$ cat src/rtl/interrupt_controller.sv
`default_nettype none
// +--------------------------------------------------------------------------+
// | interrupt_controller: edge-latched, masked, lowest-index-first requester |
// | Rev 1.0                                                                  |
// +--------------------------------------------------------------------------+
module interrupt_controller #(
  parameter int N_SRC = 8,
  parameter int VEC_W = 3
) (
  input  logic             clk,
  input  logic             rst,
  input  logic [N_SRC-1:0] irq_in,
  input  logic             mask_we,
  input  logic [N_SRC-1:0] mask_wdata,
  input  logic             ie_set,
  input  logic             ie_clr,
  input  logic             inta,
  input  logic             iret,
  output logic             intp,
  output logic [VEC_W-1:0] vector,
  output logic             in_service,
  output logic [N_SRC-1:0] pending,
  output logic             ie
);

  localparam logic [1:0] ST_IDLE    = 2'd0;
  localparam logic [1:0] ST_REQ     = 2'd1;
  localparam logic [1:0] ST_SERVICE = 2'd2;

  logic [1:0]       state_q, state_d;
  logic [N_SRC-1:0] irq_q, irq_d;
  logic [N_SRC-1:0] pending_q, pending_d;
  logic [N_SRC-1:0] mask_q, mask_d;
  logic             ie_q, ie_d;
  logic             intp_q, intp_d;
  logic             in_service_q, in_service_d;
  logic [VEC_W-1:0] vector_q, vector_d;

  logic [N_SRC-1:0] edges;
  logic [N_SRC-1:0] eligible;
  logic [VEC_W-1:0] sel_idx;
  logic             fire;
  logic             ack;
  logic             ret;

  always_comb begin
    edges    = irq_in & ~irq_q;
    eligible = pending_q & mask_q;
    fire     = (state_q == ST_IDLE) && ie_q && (|eligible);
    ack      = (state_q == ST_REQ) && inta;
    ret      = (state_q == ST_SERVICE) && iret;
  end

  // Scan from the top so the final assignment is the lowest eligible index.
  always_comb begin
    sel_idx = '0;
    for (int i = N_SRC - 1; i >= 0; i--) begin
      if (eligible[i]) sel_idx = VEC_W'(i);
    end
  end

  always_ff @(posedge clk) begin
    if (rst) state_q <= ST_IDLE;
    else     state_q <= state_d;
  end

  always_comb begin
    state_d = state_q;
    case (state_q)
      ST_IDLE:    if (fire) state_d = ST_REQ;
      ST_REQ:     if (ack)  state_d = ST_SERVICE;
      ST_SERVICE: if (ret)  state_d = ST_IDLE;
      default:              state_d = ST_IDLE;
    endcase
  end

  always_comb begin
    intp_d       = intp_q;
    vector_d     = vector_q;
    in_service_d = in_service_q;
    irq_d        = irq_in;
    mask_d       = mask_we ? mask_wdata : mask_q;

    if (fire) begin
      intp_d   = 1'b1;
      vector_d = sel_idx;
    end
    if (ack) begin
      intp_d       = 1'b0;
      in_service_d = 1'b1;
    end
    if (ret) in_service_d = 1'b0;

    // A fresh edge on the source being acknowledged must survive the clear.
    pending_d = pending_q;
    if (ack) pending_d[vector_q] = 1'b0;
    pending_d = pending_d | edges;

    ie_d = ie_q;
    if (ie_set) ie_d = 1'b1;
    if (ret)    ie_d = 1'b1;
    if (ack)    ie_d = 1'b0;
    if (ie_clr) ie_d = 1'b0;
  end

  always_ff @(posedge clk) begin
    if (rst) begin
      irq_q        <= '0;
      pending_q    <= '0;
      mask_q       <= '0;
      ie_q         <= 1'b0;
      intp_q       <= 1'b0;
      vector_q     <= '0;
      in_service_q <= 1'b0;
    end else begin
      irq_q        <= irq_d;
      pending_q    <= pending_d;
      mask_q       <= mask_d;
      ie_q         <= ie_d;
      intp_q       <= intp_d;
      vector_q     <= vector_d;
      in_service_q <= in_service_d;
    end
  end

  assign intp       = intp_q;
  assign vector     = vector_q;
  assign in_service = in_service_q;
  assign pending    = pending_q;
  assign ie         = ie_q;

endmodule
`default_nettype wire

$ cat config.mk
export PLATFORM = sky130hd
export DESIGN_NAME = interrupt_controller
export DESIGN_NICKNAME = d
export VERILOG_FILES = /design/src/rtl/interrupt_controller.sv
export SDC_FILE = /design/constraint.sdc
export NUM_CORES = 1
export LEC_CHECK = 0
export CORE_ASPECT_RATIO = 1.4
export CORE_UTILIZATION = 46
export DETAILED_ROUTE_END_ITERATION = 6
export GPL_TIMING_DRIVEN = 1
export PLACE_DENSITY = 0.86
export SYNTH_ARGS = -nofsm -noshare
export SYNTH_HDL_FRONTEND = slang
export SYNTH_SLANG_ARGS = --single-unit
$ cat constraint.sdc
create_clock -name clk -period 1.4 [get_ports clk]
set_input_delay 0.21 -clock clk [delete_from_list [all_inputs] [get_ports clk]]
set_output_delay 0.21 -clock clk [all_outputs]
set_load 0.1 [all_outputs]
==> impl_metrics.py <==
metrics = {
    "yosys": {
        "netlist_area_mm2": 0.00126,
        "yosysWarnings": 0,
        "yosysUniqueCellTypes": 30,
        "avgSynthCellArea_um2": 9.61,
        "ys_seq_area_share_pct": 50.9,
        "synth.net_count": 154,
        "netlist_instances": 131,
        "ys_seq_elements": 32,
    },
    "run": {
        "maxCapViolCount": 0,
    },
    "routing": {
        "wl_um": 3140,
        "drc": 0,
        "firstDrtPassIters": 4,
        "drtIter0Drc": 54,
        "vias": 1158,
        "viasPerCell": 5.49,
        "ant_nets": 0,
        "wl_per_cell_um": 14.9,
    },
    "clock_tree": {
        "cts_buffer_depth": 2,
        "cts_tree": "built",
        "cts_hold_buf": 0,
        "numCtsBuffers": 5,
        "clk_pin_slew_ns": 0.09,
        "post_cts_buffers": 0,
        "post_cts_resized": 0,
        "cts_sinks": 32,
        "clockRootBuffer": "clkbuf_4",
        "htree_levels": 2,
        "clk-insertion-delay-late_ns": 0.33,
    },
    "global_routing": {
        "grt_usage_pct": 25.3,
        "grt_first_pass_wirelength_um": 5220,
        "antenna_found_initial": 0,
        "first_global_vias": 1140,
        "grt_max_degree": 16,
        "grt_overflow": 0,
    },
    "sta": {
        "fin_setup_tns_ns": 0,
        "period_needed_ns": 1.28,
        "tightest_slew_ns": 0.405,
        "setup_viol": 0,
        "maxSlewViolCount": 0,
        "timing.final.crit_share_pct": 91.5,
        "fin_skew_ns": 0.00499,
        "fin_ws_ns": 0.119,
        "max_freq_mhz": 781,
        "rsz0062_at_grt": "no",
        "relSlewSlack_pct": 72.9,
        "hold_viol": 0,
    },
    "power_and_ir_drop": {
        "irDropWorstVdd_mv": 0.625,
        "pwr_density_cell_mw_per_mm2": 1070,
        "power_leakage_nw": 0.762,
    },
    "floorplanning": {
        "num_rows": 22,
        "io_pins": 37,
        "start_util_pct": 48.1,
        "die_h_um": 63.9,
        "die_w_um": 46.2,
        "core_area_mm2": 0.00262,
        "dieArea_mm2": 0.00295,
    },
    "critical_path": {
        "worstPathArrival_ns": 1.51,
        "startpoint_type": "register",
        "ff2ff_path_depth": 4,
        "crit_type": "register to register",
        "critPathMaxFanout": 4,
        "crit_required_ns": 1.63,
        "cp-end-kind": "register",
        "rrSetupSlack_ns": 0.12,
        "r2r_start": "pending[6]",
        "timing.rr.end": "state_q[0]",
        "critPathLaunch": "pending[6]",
    },
    "placed_design": {
        "pre_cts_slack_ns": -0.0984,
        "io_buffers": 36,
        "gp_congestion": 0.926,
        "dp_hpwl_um": 2420,
    },
    "min_path": {
        "hp-start": "ie_clr",
        "hold_path_end": "ie",
        "hp-class": "primary input to register",
        "hold_depth": 2,
    },
    "layout": {
        "layout-drive-gt1-share_pct": 25.1,
        "final_common_cell": "clkdlybuf4s50_1",
        "antenna_cells": 0,
        "layout_common_cells": "clkdlybuf4s50_1, dfxtp_1, buf_12",
        "final_nets": 197,
        "syn2layout_area_growth_pct": 51.5,
    },
    "run_status": {
        "status": "completed",
    },
}
==> registers in the layout, summed over array words and instances (netlist names) <==
| signal | count |
|---|---|
| vector | 3 |
| state_q | 2 |
| intp | 1 |
| in_service | 1 |
| ie | 1 |
| irq_q | 8 |
| pending | 8 |
| mask_q | 8 |
==> synth_stat cells <==
| cell | count | area share (%) |
|---|---|---|
| a211oi_1 | 2 | 1.2 |
| a21oi_1 | 12 | 4.8 |
| a22oi_1 | 1 | 0.60 |
| a22oi_2 | 3 | 3.0 |
| a31oi_1 | 1 | 0.50 |
| a32o_1 | 2 | 1.6 |
| and3b_1 | 2 | 1.4 |
| buf_2 | 1 | 0.40 |
| buf_4 | 1 | 0.60 |
| clkbuf_1 | 3 | 0.89 |
| dfxtp_1 | 32 | 51 |
| inv_1 | 1 | 0.30 |
| mux2i_1 | 8 | 6.4 |
| nand2_1 | 10 | 3.0 |
| nand2_2 | 2 | 0.99 |
| nand2b_1 | 10 | 5.0 |
| nand3_1 | 1 | 0.40 |
| nand4_1 | 1 | 0.50 |
| nor2_1 | 12 | 3.6 |
| nor2b_1 | 8 | 4.0 |
| nor3_1 | 2 | 0.80 |
| nor3b_1 | 1 | 0.60 |
| nor3b_2 | 1 | 0.99 |
| nor4_1 | 1 | 0.50 |
| o21a_1 | 2 | 1.2 |
| o21ai_0 | 1 | 0.40 |
| o21ai_1 | 6 | 2.4 |
| o21ba_1 | 1 | 0.80 |
| o31ai_1 | 2 | 1.2 |
| o32ai_2 | 1 | 1.3 |
==> stage by stage <==
stage / instance area (um2) / util, % / power [mW] / hold WS (ns) / std cells
after global placement: 1850 / 70.7 / 1.50 / 0.466 / 203
after CTS: 1910 / 72.9 / 2.05 / 0.392 / 211
after global routing: 1910 / 72.9 / 2.12 / 0.403 / 211
final: 1910 / 72.9 / 2.04 / 0.402 / 211
after detailed placement: 1850 / 70.7 / 1.51 / 0.474 / 203
after floorplan: 1280 / - / 1.29 / 0.278 / 131
==> layer usage <==
metal	global-route usage, %	wire length (um)	vias up
li1	-	-	547
met2	43.5	1770	45
met4	14.0	80	0
met3	5.93	148	7
met1	26.8	1140	559
met5	0	0	-
==> final cells by class <==
class	instances	area [um2]
Multi-Input combinational cell	93	591
Fill cell	187	708
Tap cell	36	45.0
Sequential cell	32	658
Clock buffer	8	58.8
Inverter	1	3.75
Timing Repair Buffer	41	551
==> power by group <==
part           switching (mW)  internal, mW
registers              0.0599         0.964
logic                   0.258         0.208
clock network           0.303         0.248
total                   0.621          1.42
==> kinds of logic after synthesis <==
kind of cell           count (synthesis)  share of synthesized area (%)
buffers and inverters                  6                           2.19
muxes                                  8                           6.36
AOI/OAI and AO/OA                     34                           18.9
and+or+nand+nor                       51                           21.7
DFF                                   32                           50.9
==> worst max path at each step <==
| stage | end | slack [ns] |
|---|---|---|
| 5_1_grt | vector[0] | 0.005 |
| 6_report | state_q[0] | 0.12 |
| 2_1_floorplan | vector[0] | -0.06 |
| 4_1_cts | state_q[0] | 0.13 |
| 3_5_place_dp | pending[1] | -0.1 |
| 3_3_place_gp | pending[1] | -0.02 |
==> worst max-delay path, cell delays in order (launching register included) <==
cell,delay (ns)
dfxtp_2,0.37
a22oi_2,0.26
nand2_1,0.11
o21a_1,0.25
o21ba_1,0.19
Power figures use the tool's default switching activity.
